==> config.mk <==
export PLATFORM = sky130hd
export DESIGN_NAME = afthb_scan_mux
export DESIGN_NICKNAME = d
export VERILOG_FILES = /design/src/rtl/afthb_scan_mux.sv
export SDC_FILE = /design/constraint.sdc
export NUM_CORES = 1
export LEC_CHECK = 0
export BUFFER_PORTS_ARGS = -buffer_cell sky130_fd_sc_hd__buf_2
export CORE_ASPECT_RATIO = 0.7
export CORE_MARGIN = 4
export CORE_UTILIZATION = 35
export CTS_CLUSTER_DIAMETER = 120
export DETAILED_ROUTE_END_ITERATION = 10
export PLACE_DENSITY = 0.67
export SLEW_MARGIN = 10
export SYNTH_ARGS = -nofsm -noshare
export SYNTH_HDL_FRONTEND = slang
export SYNTH_SLANG_ARGS = --single-unit
export TNS_END_PERCENT = 50
==> constraint.sdc <==
create_clock -name clk -period 3.4 [get_ports clk]
set_input_delay 0.34 -clock clk [delete_from_list [all_inputs] [get_ports clk]]
set_output_delay 0.34 -clock clk [all_outputs]
set_load 0.1 [all_outputs]
==> src/rtl/afthb_scan_mux.sv <==
// Registered CH-way channel selector with manual select, dwell-timed scanning,
// single-sweep and hold modes; all outputs come straight from flops.
module afthb_scan_mux #(
    parameter int CH      = 4,
    parameter int W       = 1,
    parameter int DWELL_W = 8,
    localparam int SW     = $clog2(CH)
) (
    input  logic              clk,
    input  logic              rst_n,
    input  logic              ena,
    input  logic [CH*W-1:0]   din,
    input  logic [SW-1:0]     sel,
    input  logic [1:0]        mode,
    input  logic [DWELL_W-1:0] dwell,
    output logic [W-1:0]      dout,
    output logic [SW-1:0]     ch_out,
    output logic              valid,
    output logic              wrap,
    output logic              done
);

    typedef enum logic [1:0] {
        MODE_MANUAL = 2'b00,
        MODE_SCAN   = 2'b01,
        MODE_HOLD   = 2'b10,
        MODE_SWEEP  = 2'b11
    } mode_e;

    localparam logic [SW-1:0] CH_LAST = SW'(CH - 1);

    logic [W-1:0]       dout_q, dout_d;
    logic [SW-1:0]      ch_q, ch_d;
    logic [DWELL_W-1:0] cnt_q, cnt_d;
    logic [1:0]         prev_mode_q, prev_mode_d;
    logic               valid_q, valid_d;
    logic               wrap_q, wrap_d;
    logic               done_q, done_d;

    mode_e              mode_cur;
    logic               entry;
    logic [W-1:0]       ch_data;
    logic [W-1:0]       sel_data;

    function automatic logic [W-1:0] pick(input logic [CH*W-1:0] bus, input logic [SW-1:0] idx);
        pick = '0;
        for (int unsigned k = 0; k < CH; k++) begin
            if (idx == SW'(k)) pick = bus[k*W +: W];
        end
    endfunction

    always_comb begin
        mode_cur    = mode_e'(mode);
        entry       = (mode != prev_mode_q);
        ch_data     = pick(din, ch_q);
        sel_data    = pick(din, sel);

        dout_d      = dout_q;
        ch_d        = ch_q;
        cnt_d       = cnt_q;
        prev_mode_d = prev_mode_q;
        valid_d     = 1'b0;
        wrap_d      = 1'b0;
        done_d      = done_q;

        if (ena) begin
            prev_mode_d = mode;
            if (mode_cur != MODE_SWEEP) done_d = 1'b0;
            case (mode_cur)
                MODE_MANUAL: begin
                    ch_d    = sel;
                    dout_d  = sel_data;
                    cnt_d   = '0;
                    valid_d = 1'b1;
                end
                MODE_SCAN: begin
                    // Data is taken from the channel selected before this edge's advance.
                    dout_d  = ch_data;
                    valid_d = 1'b1;
                    if (entry) begin
                        cnt_d = '0;
                    end else if (cnt_q == dwell) begin
                        cnt_d  = '0;
                        ch_d   = ch_q + 1'b1;
                        wrap_d = (ch_q == CH_LAST);
                    end else begin
                        cnt_d = cnt_q + 1'b1;
                    end
                end
                MODE_SWEEP: begin
                    if (entry) begin
                        ch_d    = '0;
                        cnt_d   = '0;
                        done_d  = 1'b0;
                        dout_d  = ch_data;
                        valid_d = 1'b1;
                    end else if (!done_q) begin
                        dout_d  = ch_data;
                        valid_d = 1'b1;
                        if (cnt_q == dwell) begin
                            cnt_d = '0;
                            if (ch_q == CH_LAST) done_d = 1'b1;
                            else                 ch_d   = ch_q + 1'b1;
                        end else begin
                            cnt_d = cnt_q + 1'b1;
                        end
                    end
                end
                default: ;
            endcase
        end
    end

    always_ff @(posedge clk or negedge rst_n) begin
        if (!rst_n) begin
            dout_q      <= '0;
            ch_q        <= '0;
            cnt_q       <= '0;
            prev_mode_q <= MODE_MANUAL;
            valid_q     <= 1'b0;
            wrap_q      <= 1'b0;
            done_q      <= 1'b0;
        end else begin
            dout_q      <= dout_d;
            ch_q        <= ch_d;
            cnt_q       <= cnt_d;
            prev_mode_q <= prev_mode_d;
            valid_q     <= valid_d;
            wrap_q      <= wrap_d;
            done_q      <= done_d;
        end
    end

    assign dout   = dout_q;
    assign ch_out = ch_q;
    assign valid  = valid_q;
    assign wrap   = wrap_q;
    assign done   = done_q;

endmodule

==> results of run 1 <==
[state kept, by name, indices dropped and copies added, names as in the netlist]
register / flops
cnt_q: 8
ch_out: 2
prev_mode_q: 2
done: 1
dout: 1
valid: 1
wrap: 1
[final timing paths]
check | to | depth (start not counted) | from | slack (ns)
min reg2reg | dout | 2 | dout | 0.47
min | cnt_q[1] | 1 | rst_n | -0.0009
min in group clk | prev_mode_q[0] | 2 | ena | 0.43
max reg2reg | ch_out[0] | 5 | cnt_q[3] | 1.43
max | ch_out[0] | 5 | cnt_q[3] | 1.43
max in group asynchronous | cnt_q[5] | 1 | rst_n | 3.14
[power groups by stage]
stage | clock (mW) | combinational [mW] | sequential [mW]
2_1_floorplan | 0 | 0.0764 | 0.301
3_3_place_gp | 0 | 0.198 | 0.224
5_1_grt | 0.153 | 0.221 | 0.224
4_1_cts | 0.142 | 0.204 | 0.222
3_5_place_dp | 0 | 0.205 | 0.224
6_report | 0.136 | 0.203 | 0.221
[layer usage]
| metal | GRT usage | up-vias |
|---|---|---|
| met1 | 0.1520 | 409 |
| met3 | 0.03605 | 2 |
| met5 | 0 | - |
| li1 | - | 421 |
| met2 | 0.2231 | 18 |
| met4 | 0.03067 | 0 |
[kinds of logic after synthesis]
family                   Yosys count  share of synthesized area
AO/OA/AOI/OAI                     16                     0.1152
XOR/XNOR                          15                     0.1273
adder cells (fa/ha/maj)            5                    0.06061
buffers and inverters              7                    0.02545
flip-flops                        16                     0.3879
multiplexers                       5                    0.06424
AND/OR/NAND/NOR                   42                     0.2194
[cell usage after synthesis, types with 3 or more instances]
cell and n:
sky130_fd_sc_hd__nor2b_1 3, sky130_fd_sc_hd__inv_1 6, sky130_fd_sc_hd__nand4_1 3, sky130_fd_sc_hd__dfrtp_1 16, sky130_fd_sc_hd__xnor2_1 5, sky130_fd_sc_hd__o21ai_0 5, sky130_fd_sc_hd__nand3_1 4, sky130_fd_sc_hd__nor2_1 10
sky130_fd_sc_hd__nand2_1 15, sky130_fd_sc_hd__xor2_1 10, sky130_fd_sc_hd__ha_1 5
[layout make-up]
class	count	area, sq um	area share
clock buffers	3	41.29	0.03343
inverters	6	22.52	0.01824
multi-input cells	83	605.6	0.4904
flip-flops and latches	16	400.4	0.3242
well taps	36	45.04	0.03647
repair buffers	24	120.1	0.09726
==> impl_metrics.xml, run 1 <==
<?xml version="1.0" encoding="UTF-8"?>
<metrics>
  <group name="timing">
    <metric name="final_max_slew_viol_count" unit="">0</metric>
    <metric name="maxClockFrequency" unit="MHz">508.5</metric>
    <metric name="worst_slew_margin_rel" unit="">0.6678</metric>
    <metric name="finalHoldWorstSlack" unit="ns">-0.0008925</metric>
    <metric name="fin_setup_tns" unit="ns">0</metric>
    <metric name="setup_repair_after_global_routing_missed_its_margin" unit="">false</metric>
    <metric name="report.final.hold_viol_count" unit="">1</metric>
    <metric name="timing.final.crit_period" unit="ns">1.967</metric>
    <metric name="report.final.setup_viol" unit="">0</metric>
    <metric name="fin_worst_skew" unit="ns">0.0003202</metric>
    <metric name="layout_worst_path_cycle_share" unit="">0.5784</metric>
    <metric name="worst-slew-pin-transition" unit="ns">0.4983</metric>
    <metric name="postLayoutSetupSlackWorst" unit="ns">1.433</metric>
  </group>
  <group name="cts">
    <metric name="cts_buffers" unit="">3</metric>
    <metric name="hold_buffers" unit="">0</metric>
    <metric name="cts_max_path_buffers" unit="">2</metric>
    <metric name="cts.sink_count" unit="">16</metric>
    <metric name="clock_pin_slew_worst_setup_and_hold_paths" unit="ns">0.06</metric>
    <metric name="cts_root_buf" unit="">sky130_fd_sc_hd__clkbuf_8</metric>
    <metric name="post_cts.resized_instances" unit="">0</metric>
    <metric name="postCtsSetupRepairBufs" unit="">0</metric>
    <metric name="clk_latency" unit="ns">0.24</metric>
    <metric name="ctsHtreeMaxLevel" unit="">1</metric>
    <metric name="clock_tree_from_tritoncts" unit="">done</metric>
  </group>
  <group name="logic_synthesis">
    <metric name="post_synth.cell_area_avg" unit="sq um">9.738</metric>
    <metric name="synthesis.instances" unit="">106</metric>
    <metric name="asyncSetResetFlopFracSynth" unit="">1.000</metric>
    <metric name="synth_top_cell_by_area" unit="">sky130_fd_sc_hd__dfrtp_1</metric>
    <metric name="top_cell_type_s_share_of_synthesized_area" unit="">0.3879</metric>
    <metric name="ys_warn_count" unit="">0</metric>
    <metric name="synth.cell_area" unit="sq um">1032</metric>
    <metric name="library_cells_used_by_synthesis" unit="">31</metric>
    <metric name="number_of_flops_mapped_to_enable_cells_by_yosys" unit="">0</metric>
    <metric name="synth_nets" unit="">130</metric>
    <metric name="yosys_register_bits" unit="">16</metric>
    <metric name="synth_top_cells_by_area" unit="">sky130_fd_sc_hd__dfrtp_1, sky130_fd_sc_hd__xor2_1, sky130_fd_sc_hd__ha_1</metric>
    <metric name="synth_seq_area_share" unit="">0.3879</metric>
    <metric name="synthFlopType" unit="">sky130_fd_sc_hd__dfrtp_1</metric>
  </group>
  <group name="placement">
    <metric name="placedCellCount" unit="">165</metric>
    <metric name="place_worst_setup_slack" unit="ns">1.420</metric>
    <metric name="gp_routability_congestion" unit="">0.8150</metric>
    <metric name="buffer_ports.inserted" unit="">24</metric>
    <metric name="post_dp_cell_area" unit="sq um">1194</metric>
    <metric name="hpwlAfterDp" unit="mm">1.787</metric>
  </group>
  <group name="detailed_routing">
    <metric name="maxUsedRoutingLayer" unit="">met4</metric>
    <metric name="routed-wl-met2" unit="mm">1.088</metric>
    <metric name="finalWirelength" unit="mm">2.141</metric>
    <metric name="post_drt_via_cell_ratio" unit="">5.060</metric>
    <metric name="drt_iter0_markers" unit="">51</metric>
    <metric name="final_antenna_net_count" unit="">0</metric>
    <metric name="detailedRoute.firstPassIterationCount" unit="">4</metric>
    <metric name="average_wire_length_per_cell_after_detail_routing" unit="microns">12.74</metric>
    <metric name="via_count" unit="">850</metric>
    <metric name="drc" unit="">0</metric>
    <metric name="routedLengthMet1" unit="microns">928</metric>
    <metric name="met3WireLength" unit="microns">99</metric>
  </group>
  <group name="worst_setup_path">
    <metric name="critPathBufInv" unit="">0</metric>
    <metric name="worstSetupEndpointType" unit="">flop</metric>
    <metric name="path_max_fanout" unit="">5</metric>
    <metric name="worst-setup-path-type" unit="">reg2reg</metric>
    <metric name="cp_cell_sequence" unit="">xor2_1 -&gt; nor4_4 -&gt; nand4_1 -&gt; a221oi_2 -&gt; mux2_1</metric>
    <metric name="cp_max_stage_cell" unit="">sky130_fd_sc_hd__dfrtp_1</metric>
    <metric name="required" unit="ns">3.52</metric>
    <metric name="critical-path-max-stage-delay" unit="ns">0.43</metric>
    <metric name="start_kind" unit="">flop</metric>
    <metric name="crit_family" unit="">simple AND/OR/NAND/NOR gates</metric>
    <metric name="cp.arrival" unit="ns">2.09</metric>
  </group>
  <group name="power">
    <metric name="sequentialPowerShare" unit="">0.396</metric>
    <metric name="p_sw_frac" unit="">0.3932</metric>
    <metric name="power.density_cell_area" unit="nW/um^2">453.3</metric>
    <metric name="static-leakage-power" unit="nW">0.5914</metric>
    <metric name="power" unit="mW">0.5598</metric>
    <metric name="p_comb_frac" unit="">0.362</metric>
    <metric name="vdd.ir_drop.worst" unit="V">0.0001893</metric>
    <metric name="power.internal" unit="mW">0.3397</metric>
    <metric name="p_switching" unit="mW">0.2201</metric>
    <metric name="share_clk_of_total_power" unit="">0.242</metric>
  </group>
  <group name="floorplan">
    <metric name="die_height" unit="microns">53.44</metric>
    <metric name="die_width" unit="microns">72.91</metric>
    <metric name="rows" unit="">16</metric>
    <metric name="die_area" unit="sq um">3896</metric>
    <metric name="io-pin-count" unit="">25</metric>
    <metric name="core_area" unit="sq um">2803</metric>
    <metric name="effective_utilization_at_floorplan" unit="">0.3683</metric>
  </group>
  <group name="hold_path">
    <metric name="hold_class" unit="">in2async</metric>
  </group>
  <group name="global_routing">
    <metric name="gr-usage-all-layers" unit="">0.1265</metric>
    <metric name="first_global_vias" unit="">826</metric>
    <metric name="grt_pass1_wl" unit="mm">3.767</metric>
    <metric name="gr_ovfl_total" unit="">0</metric>
    <metric name="number_of_antenna_violations_at_the_first_check_in_global_routing" unit="">0</metric>
    <metric name="maximum_number_of_pins_on_one_net_before_global_route_repair" unit="">17</metric>
  </group>
  <group name="cells_and_area">
    <metric name="fillers" unit="">284</metric>
    <metric name="finalNonFillerCells" unit="">168</metric>
    <metric name="final_common_cell" unit="">sky130_fd_sc_hd__buf_2</metric>
    <metric name="syn_to_final_growth" unit="%">19.64</metric>
    <metric name="design_area" unit="sq um">1235</metric>
    <metric name="fraction_of_layout_cells_with_a_size_suffix_above_1" unit="">0.2652</metric>
    <metric name="n_antenna_cell" unit="">0</metric>
    <metric name="utilization" unit="">0.4406</metric>
    <metric name="mostFrequentLayoutCells" unit="">sky130_fd_sc_hd__buf_2, sky130_fd_sc_hd__dfrtp_1, sky130_fd_sc_hd__nand2_1</metric>
    <metric name="final_nets" unit="">158</metric>
  </group>
  <group name="run_status">
    <metric name="outcome" unit="">finished with violations</metric>
    <metric name="failing_checks" unit="">negative hold slack</metric>
  </group>
  <group name="run">
    <metric name="cap_viol_max_count" unit="">0</metric>
  </group>
</metrics>
Note: power is estimated with default switching activity, not from simulation.
==> run 2, diff against run 1 <==
Settings changed: ABC_AREA set to 1.
Clock period 3.4 ns to 2 ns, I/O delays scaled along.
==> run 2 against run 1 <==
Effect of this change: the run now ends clean; sequential power rose by 65%; critical path depth is 5 higher; via count grew 21%; highest routed layer unchanged.
==> impl_metrics.xml, run 2 <==
<?xml version="1.0" encoding="UTF-8"?>
<metrics>
  <group name="worst_setup_path">
    <metric name="critical-path-max-stage-delay" unit="ns">0.40</metric>
    <metric name="endpoint" unit="">ch_out[0]</metric>
    <metric name="critPathBufInv" unit="">1</metric>
    <metric name="start_kind" unit="">flop</metric>
    <metric name="path_max_fanout" unit="">4</metric>
    <metric name="crit_path_cell_count" unit="">10</metric>
    <metric name="timing.critical_path.mode_cell" unit="">sky130_fd_sc_hd__nand2_1</metric>
    <metric name="worst-setup-path-type" unit="">reg2reg</metric>
    <metric name="cp_max_stage_cell" unit="">sky130_fd_sc_hd__dfrtp_1</metric>
    <metric name="required" unit="ns">2.14</metric>
    <metric name="timing.reg2reg.worst_path_depth" unit="">10</metric>
    <metric name="r2r_setup_slack" unit="ns">0.49</metric>
    <metric name="worstReg2RegStart" unit="">cnt_q[1]</metric>
    <metric name="crit_path_start" unit="">cnt_q[1]</metric>
    <metric name="cp.arrival" unit="ns">1.65</metric>
    <metric name="crit_family" unit="">simple AND/OR/NAND/NOR gates</metric>
    <metric name="critical_path.reg2reg.endpoint" unit="">ch_out[0]</metric>
    <metric name="cp_cell_sequence" unit="">inv_1 -&gt; nand2_1 -&gt; nand2_1 -&gt; nand2_1 -&gt; nor2_2 -&gt; nand3_1 -&gt; nand2_1 -&gt; nand3_2 -&gt; nand2_1 -&gt; nand2_1</metric>
    <metric name="worstSetupEndpointType" unit="">flop</metric>
  </group>
  <group name="placement">
    <metric name="buffer_ports.inserted" unit="">24</metric>
    <metric name="post_dp_cell_area" unit="sq um">1250</metric>
    <metric name="hpwlAfterDp" unit="mm">1.875</metric>
    <metric name="gp_routability_congestion" unit="">0.7947</metric>
  </group>
  <group name="cts">
    <metric name="clock_pin_slew_worst_setup_and_hold_paths" unit="ns">0.06</metric>
    <metric name="cts_root_buf" unit="">sky130_fd_sc_hd__clkbuf_8</metric>
    <metric name="postCtsSetupRepairBufs" unit="">0</metric>
    <metric name="cts_max_path_buffers" unit="">2</metric>
    <metric name="post_cts.resized_instances" unit="">0</metric>
    <metric name="cts.sink_count" unit="">16</metric>
    <metric name="hold_buffers" unit="">1</metric>
    <metric name="clk_latency" unit="ns">0.25</metric>
    <metric name="ctsHtreeMaxLevel" unit="">1</metric>
    <metric name="cts_buffers" unit="">3</metric>
    <metric name="clock_tree_from_tritoncts" unit="">done</metric>
  </group>
  <group name="logic_synthesis">
    <metric name="yosys_register_bits" unit="">16</metric>
    <metric name="synth.cell_area" unit="sq um">1104</metric>
    <metric name="synth_top_cell_by_area" unit="">sky130_fd_sc_hd__dfrtp_1</metric>
    <metric name="asyncSetResetFlopFracSynth" unit="">1.000</metric>
    <metric name="number_of_flops_mapped_to_enable_cells_by_yosys" unit="">0</metric>
    <metric name="post_synth.cell_area_avg" unit="sq um">7.029</metric>
    <metric name="synthFlopType" unit="">sky130_fd_sc_hd__dfrtp_1</metric>
    <metric name="ys_warn_count" unit="">0</metric>
    <metric name="synth.most_common_cell" unit="">sky130_fd_sc_hd__nand2_1</metric>
    <metric name="library_cells_used_by_synthesis" unit="">22</metric>
    <metric name="synth.cells.most_frequent" unit="">sky130_fd_sc_hd__nand2_1, sky130_fd_sc_hd__inv_1, sky130_fd_sc_hd__dfrtp_1</metric>
    <metric name="synth_nets" unit="">181</metric>
    <metric name="synth_seq_area_share" unit="">0.3628</metric>
    <metric name="top_cell_type_s_share_of_synthesized_area" unit="">0.3628</metric>
    <metric name="synthesis.instances" unit="">157</metric>
    <metric name="synth_top_cells_by_area" unit="">sky130_fd_sc_hd__dfrtp_1, sky130_fd_sc_hd__nand2_1, sky130_fd_sc_hd__inv_1</metric>
  </group>
  <group name="cells_and_area">
    <metric name="final_nets" unit="">209</metric>
    <metric name="mostFrequentLayoutCells" unit="">sky130_fd_sc_hd__nand2_1, sky130_fd_sc_hd__buf_2, sky130_fd_sc_hd__inv_1</metric>
    <metric name="final_common_cell" unit="">sky130_fd_sc_hd__nand2_1</metric>
    <metric name="fraction_of_layout_cells_with_a_size_suffix_above_1" unit="">0.1902</metric>
    <metric name="number_of_flip_flops_in_the_largest_register" unit="">8</metric>
    <metric name="syn_to_final_growth" unit="%">19.16</metric>
    <metric name="top_reg_by_flops" unit="">cnt_q</metric>
    <metric name="design_area" unit="sq um">1315</metric>
    <metric name="n_antenna_cell" unit="">0</metric>
  </group>
  <group name="timing">
    <metric name="report.final.hold_viol_count" unit="">0</metric>
    <metric name="finalHoldWorstSlack" unit="ns">0.2076</metric>
    <metric name="final_max_slew_viol_count" unit="">0</metric>
    <metric name="fin_setup_tns" unit="ns">0</metric>
    <metric name="worst-slew-pin-transition" unit="ns">0.8311</metric>
    <metric name="setup_repair_after_global_routing_missed_its_margin" unit="">false</metric>
    <metric name="fin_worst_skew" unit="ns">0.001300</metric>
    <metric name="worst_slew_margin_rel" unit="">0.4459</metric>
    <metric name="report.final.setup_viol" unit="">0</metric>
    <metric name="timing.final.crit_period" unit="ns">1.511</metric>
    <metric name="layout_worst_path_cycle_share" unit="">0.7556</metric>
    <metric name="maxClockFrequency" unit="MHz">661.7</metric>
  </group>
  <group name="power">
    <metric name="static-leakage-power" unit="nW">0.6883</metric>
    <metric name="power" unit="mW">0.9399</metric>
    <metric name="vdd.ir_drop.worst" unit="V">0.0003056</metric>
    <metric name="power.density_cell_area" unit="nW/um^2">714.7</metric>
  </group>
  <group name="floorplan">
    <metric name="effective_utilization_at_floorplan" unit="">0.3802</metric>
    <metric name="rows" unit="">16</metric>
    <metric name="die_area" unit="sq um">4130</metric>
    <metric name="core_area" unit="sq um">2903</metric>
    <metric name="die_width" unit="microns">75.12</metric>
    <metric name="die_height" unit="microns">54.98</metric>
    <metric name="io-pin-count" unit="">25</metric>
  </group>
  <group name="global_routing">
    <metric name="number_of_antenna_violations_at_the_first_check_in_global_routing" unit="">0</metric>
    <metric name="groute.layer.met3.usage" unit="">0.04152</metric>
    <metric name="maximum_number_of_pins_on_one_net_before_global_route_repair" unit="">23</metric>
    <metric name="first_global_vias" unit="">862</metric>
    <metric name="grt.met2_usage" unit="">0.1517</metric>
    <metric name="grtUsageMet1" unit="">0.2118</metric>
    <metric name="grt_most_used_layer" unit="">met1</metric>
    <metric name="gr-usage-all-layers" unit="">0.1275</metric>
    <metric name="gr_ovfl_total" unit="">0</metric>
    <metric name="grt_pass1_wl" unit="mm">3.939</metric>
  </group>
  <group name="hold_path">
    <metric name="hold_class" unit="">in2reg</metric>
  </group>
  <group name="detailed_routing">
    <metric name="finalWirelength" unit="mm">2.327</metric>
    <metric name="drc" unit="">0</metric>
    <metric name="final_antenna_net_count" unit="">0</metric>
    <metric name="drt_iter0_markers" unit="">89</metric>
    <metric name="via_count" unit="">1030</metric>
    <metric name="detailedRoute.firstPassIterationCount" unit="">4</metric>
    <metric name="average_wire_length_per_cell_after_detail_routing" unit="microns">10.58</metric>
    <metric name="post_drt_via_cell_ratio" unit="">4.682</metric>
  </group>
  <group name="run_status">
    <metric name="outcome" unit="">finished clean</metric>
  </group>
  <group name="run">
    <metric name="cap_viol_max_count" unit="">0</metric>
  </group>
</metrics>
## run 2: cell count changes in the layout (fill, tap and decap cells not counted), moves of 2 or more
cell,previous run,this run
sky130_fd_sc_hd__mux2_2,2,0
sky130_fd_sc_hd__nor2b_1,3,0
sky130_fd_sc_hd__inv_2,0,2
sky130_fd_sc_hd__inv_1,6,20
sky130_fd_sc_hd__o21ai_0,5,9
sky130_fd_sc_hd__nand3_1,4,12
sky130_fd_sc_hd__a21oi_1,2,8
sky130_fd_sc_hd__nor4_4,2,0
sky130_fd_sc_hd__xor2_1,10,0
sky130_fd_sc_hd__nor2_2,0,2
sky130_fd_sc_hd__nand2_1,15,52
## run 2: worst min-delay path by stage
stage	startpoint	to	slack (ns)	cells after the start
finish	ena	prev_mode_q[0]	0.21	2
global route	ena	prev_mode_q[0]	0.21	2
CTS	ena	prev_mode_q[0]	0.20	2
detailed placement	rst_n	cnt_q[1]	0.14	1
global placement	rst_n	cnt_q[1]	0.14	1
floorplan	rst_n	ch_out[0]	-0.1	0
## run 2: area by class of cell
| class | count | area (sq um) |
|---|---|---|
| clock buffers | 4 | 55.05 |
| fillers | 298 | 1588 |
| inverters | 22 | 82.58 |
| multi-input cells | 117 | 601.8 |
| flip-flops and latches | 16 | 400.4 |
| well taps | 36 | 45.04 |
| repair buffers | 25 | 130.1 |
## run 2: power by group
| group | switching, mW | internal (mW) | leakage [nW] |
|---|---|---|---|
| Combinational | 0.218 | 0.0765 | 0.447 |
| Sequential | 0.0194 | 0.344 | 0.212 |
| Clock | 0.107 | 0.174 | 0.0288 |
| Total | 0.345 | 0.595 | 0.688 |
## run 2: kinds of logic after synthesis
logic type / after synthesis / share of synthesized area
adders and majority gates: 5 / 0.05669
buffers and inverters: 24 / 0.09184
AOI/OAI and AO/OA: 22 / 0.1191
and+or+nand+nor: 84 / 0.3220
DFF: 16 / 0.3628
xor gates and xnor gates: 6 / 0.04762
## run 2: worst reg2reg max path: stages (launching register included)
cell	delay, ns
sky130_fd_sc_hd__dfrtp_1	0.40
sky130_fd_sc_hd__inv_1	0.09
sky130_fd_sc_hd__nand2_1	0.05
sky130_fd_sc_hd__nand2_1	0.05
sky130_fd_sc_hd__nand2_1	0.07
sky130_fd_sc_hd__nor2_2	0.24
sky130_fd_sc_hd__nand3_1	0.13
sky130_fd_sc_hd__nand2_1	0.14
sky130_fd_sc_hd__nand3_2	0.09
sky130_fd_sc_hd__nand2_1	0.09
sky130_fd_sc_hd__nand2_1	0.05
## run 2: stage by stage
stage	std cells	worst slack (ns)	utilization
final	220	0.4888	0.4530
after global routing	220	0.2890	0.4530
after CTS	220	0.4970	0.4530
after detailed placement	215	0.4581	0.4306
after global placement	215	0.4838	0.4306
after floorplan	157	0.09521	-
## run 2: metal layers
metal  up-vias  routed length, microns  part of all wire
li1        555                       -                 -
met1       444                    1259              0.54
met2        29                     865              0.37
met3         2                     194             0.083
met4         0                       7            0.0030
met5         -                       0                 0
==> run 3, diff against run 2 <==
Clock period 2 ns to 1.45 ns, I/O delays scaled along.
==> run 3 against run 2 <==
Effect of this change: clock power is 47% higher; power is 49% higher; non-clock buffer count is 16 higher; maximum frequency is 9.6% higher; combinational power is 60% higher; setup slack worse by 0.42 ns; cell count is 7.3% higher; cell area is 15% higher.
==> impl_metrics.xml, run 3 (same netlist as run 2, synthesis figures left out) <==
<?xml version="1.0" encoding="UTF-8"?>
<metrics>
  <group name="run_status">
    <metric name="outcome" unit="">finished clean</metric>
  </group>
  <group name="timing">
    <metric name="setup_repair_after_global_routing_missed_its_margin" unit="">true</metric>
    <metric name="worst-slew-pin-transition" unit="ns">0.4869</metric>
    <metric name="report.final.setup_viol" unit="">0</metric>
    <metric name="report.final.hold_viol_count" unit="">0</metric>
    <metric name="final_max_slew_viol_count" unit="">0</metric>
    <metric name="maxClockFrequency" unit="MHz">725.3</metric>
    <metric name="fin_worst_skew" unit="ns">0.003108</metric>
    <metric name="layout_worst_path_cycle_share" unit="">0.9509</metric>
    <metric name="timing.final.crit_period" unit="ns">1.379</metric>
    <metric name="worst_slew_margin_rel" unit="">0.6776</metric>
    <metric name="finalHoldWorstSlack" unit="ns">0.1354</metric>
  </group>
  <group name="global_routing">
    <metric name="number_of_antenna_violations_at_the_first_check_in_global_routing" unit="">0</metric>
    <metric name="grt_pass1_wl" unit="mm">4.284</metric>
    <metric name="first_global_vias" unit="">927</metric>
    <metric name="gr-usage-all-layers" unit="">0.1407</metric>
    <metric name="gr_ovfl_total" unit="">0</metric>
    <metric name="maximum_number_of_pins_on_one_net_before_global_route_repair" unit="">17</metric>
  </group>
  <group name="run">
    <metric name="cap_viol_max_count" unit="">0</metric>
  </group>
  <group name="worst_setup_path">
    <metric name="worstReg2RegStart" unit="">prev_mode_q[1]</metric>
    <metric name="timing.reg2reg.worst_path_depth" unit="">8</metric>
    <metric name="start_kind" unit="">flop</metric>
    <metric name="worst-setup-path-type" unit="">reg2reg</metric>
    <metric name="endpoint" unit="">ch_out[1]</metric>
    <metric name="required" unit="ns">1.60</metric>
    <metric name="crit_path_start" unit="">prev_mode_q[1]</metric>
    <metric name="worstSetupEndpointType" unit="">flop</metric>
    <metric name="critical_path.reg2reg.endpoint" unit="">ch_out[1]</metric>
    <metric name="r2r_setup_slack" unit="ns">0.07</metric>
    <metric name="path_max_fanout" unit="">3</metric>
    <metric name="cp.arrival" unit="ns">1.53</metric>
  </group>
  <group name="cts">
    <metric name="cts_root_buf" unit="">sky130_fd_sc_hd__clkbuf_8</metric>
    <metric name="clock_tree_from_tritoncts" unit="">done</metric>
    <metric name="cts_max_path_buffers" unit="">2</metric>
    <metric name="clock_pin_slew_worst_setup_and_hold_paths" unit="ns">0.07</metric>
    <metric name="clk_latency" unit="ns">0.26</metric>
    <metric name="cts.sink_count" unit="">16</metric>
    <metric name="ctsHtreeMaxLevel" unit="">1</metric>
    <metric name="cts_buffers" unit="">3</metric>
  </group>
  <group name="cells_and_area">
    <metric name="syn_to_final_growth" unit="%">37.19</metric>
    <metric name="final_nets" unit="">225</metric>
    <metric name="number_of_flip_flops_in_the_largest_register" unit="">8</metric>
    <metric name="top_reg_by_flops" unit="">cnt_q</metric>
    <metric name="utilization" unit="">0.5216</metric>
    <metric name="fraction_of_layout_cells_with_a_size_suffix_above_1" unit="">0.3350</metric>
    <metric name="mostFrequentLayoutCells" unit="">sky130_fd_sc_hd__nand2_1, sky130_fd_sc_hd__buf_2, sky130_fd_sc_hd__inv_1</metric>
    <metric name="n_antenna_cell" unit="">0</metric>
    <metric name="final_common_cell" unit="">sky130_fd_sc_hd__nand2_1</metric>
  </group>
  <group name="detailed_routing">
    <metric name="drt_iter0_markers" unit="">61</metric>
    <metric name="drc" unit="">0</metric>
    <metric name="post_drt_via_cell_ratio" unit="">4.686</metric>
    <metric name="final_antenna_net_count" unit="">0</metric>
    <metric name="average_wire_length_per_cell_after_detail_routing" unit="microns">11.54</metric>
    <metric name="detailedRoute.firstPassIterationCount" unit="">4</metric>
    <metric name="via_count" unit="">1106</metric>
    <metric name="finalWirelength" unit="mm">2.724</metric>
  </group>
  <group name="placement">
    <metric name="buffer_ports.inserted" unit="">24</metric>
    <metric name="hpwlAfterDp" unit="mm">2.114</metric>
    <metric name="gp_routability_congestion" unit="">0.7898</metric>
  </group>
  <group name="floorplan">
    <metric name="die_area" unit="sq um">4130</metric>
    <metric name="die_width" unit="microns">75.12</metric>
    <metric name="effective_utilization_at_floorplan" unit="">0.3802</metric>
    <metric name="die_height" unit="microns">54.98</metric>
    <metric name="io-pin-count" unit="">25</metric>
    <metric name="core_area" unit="sq um">2903</metric>
    <metric name="rows" unit="">16</metric>
  </group>
  <group name="power">
    <metric name="power.internal" unit="mW">0.8726</metric>
    <metric name="p_switching" unit="mW">0.5232</metric>
    <metric name="vdd.ir_drop.worst" unit="V">0.0005417</metric>
    <metric name="p_sw_frac" unit="">0.3748</metric>
    <metric name="share_clk_of_total_power" unit="">0.296</metric>
    <metric name="static-leakage-power" unit="nW">0.7797</metric>
    <metric name="power.density_cell_area" unit="nW/um^2">921.9</metric>
    <metric name="p_comb_frac" unit="">0.337</metric>
    <metric name="sequentialPowerShare" unit="">0.366</metric>
  </group>
  <group name="hold_path">
    <metric name="hold_class" unit="">in2reg</metric>
  </group>
</metrics>
-- run 3: what timing repair did --
item / in CTS / in global routing
endpoints found under the setup margin: 2 / 9
buffers inserted: 0 / 2
hold buffers: 1 / 0
pin swaps: 0 / 4
endpoints found under the hold margin: 16 / 0
gates resized for setup: 1 / 16
-- run 3: layout make-up --
class | count | area, sq um
Sequential cell | 16 | 409.1
Clock buffer | 4 | 55.05
Inverter | 22 | 82.58
Tap cell | 36 | 45.04
Multi-Input combinational cell | 117 | 659.4
Timing Repair Buffer | 41 | 262.8
Fill cell | 278 | 1389
-- run 3: power groups by stage --
stage / logic (mW) / registers (mW) / clock network [mW]
final: 0.471 / 0.511 / 0.414
after global routing: 0.518 / 0.516 / 0.444
after CTS: 0.452 / 0.509 / 0.419
after detailed placement: 0.446 / 0.518 / 0
after global placement: 0.443 / 0.518 / 0
after floorplan: 0.164 / 0.664 / 0
-- run 3: stage by stage --
step,total power [mW],setup WS (ns),setup TNS [ns],cell area (sq um),cells
after global placement,0.9616,0.003028,0,1376,229
after detailed placement,0.9643,-0.03778,-0.07222,1376,229
after floorplan,0.8279,-0.01777,-0.01777,1112,157
after global routing,1.477,-0.05154,-0.1394,1514,236
final,1.396,0.07124,0,1514,236
after CTS,1.379,0.007417,0,1446,234
-- run 3: metal layers --
metal	track usage	up-vias	wire length (microns)
met5	0	-	0
met4	0.03550	0	19
met3	0.04332	5	138
met2	0.1893	22	1167
met1	0.2129	493	1399
li1	-	586	-
-- run 3: how the worst min path moves through the flow --
| stage | from | to | slack (ns) | depth (start not counted) |
|---|---|---|---|---|
| floorplan | rst_n | cnt_q[0] | -0.15 | 0 |
| finish | ena | prev_mode_q[0] | 0.14 | 2 |
| CTS | ena | prev_mode_q[0] | 0.14 | 2 |
| global route | ena | prev_mode_q[0] | 0.15 | 2 |
| detailed placement | rst_n | cnt_q[5] | 0.09 | 1 |
| global placement | rst_n | cnt_q[5] | 0.09 | 1 |
-- run 3: worst max-delay path, cell delays in order (launching register included) --
cell and delay [ns]:
sky130_fd_sc_hd__dfrtp_1 0.41, sky130_fd_sc_hd__xnor2_2 0.19, sky130_fd_sc_hd__buf_4 0.13, sky130_fd_sc_hd__and2_1 0.15, sky130_fd_sc_hd__nand3_2 0.10, sky130_fd_sc_hd__nand2_2 0.10, sky130_fd_sc_hd__nand3_2 0.08, sky130_fd_sc_hd__nand2_1 0.07
sky130_fd_sc_hd__nand2_1 0.04
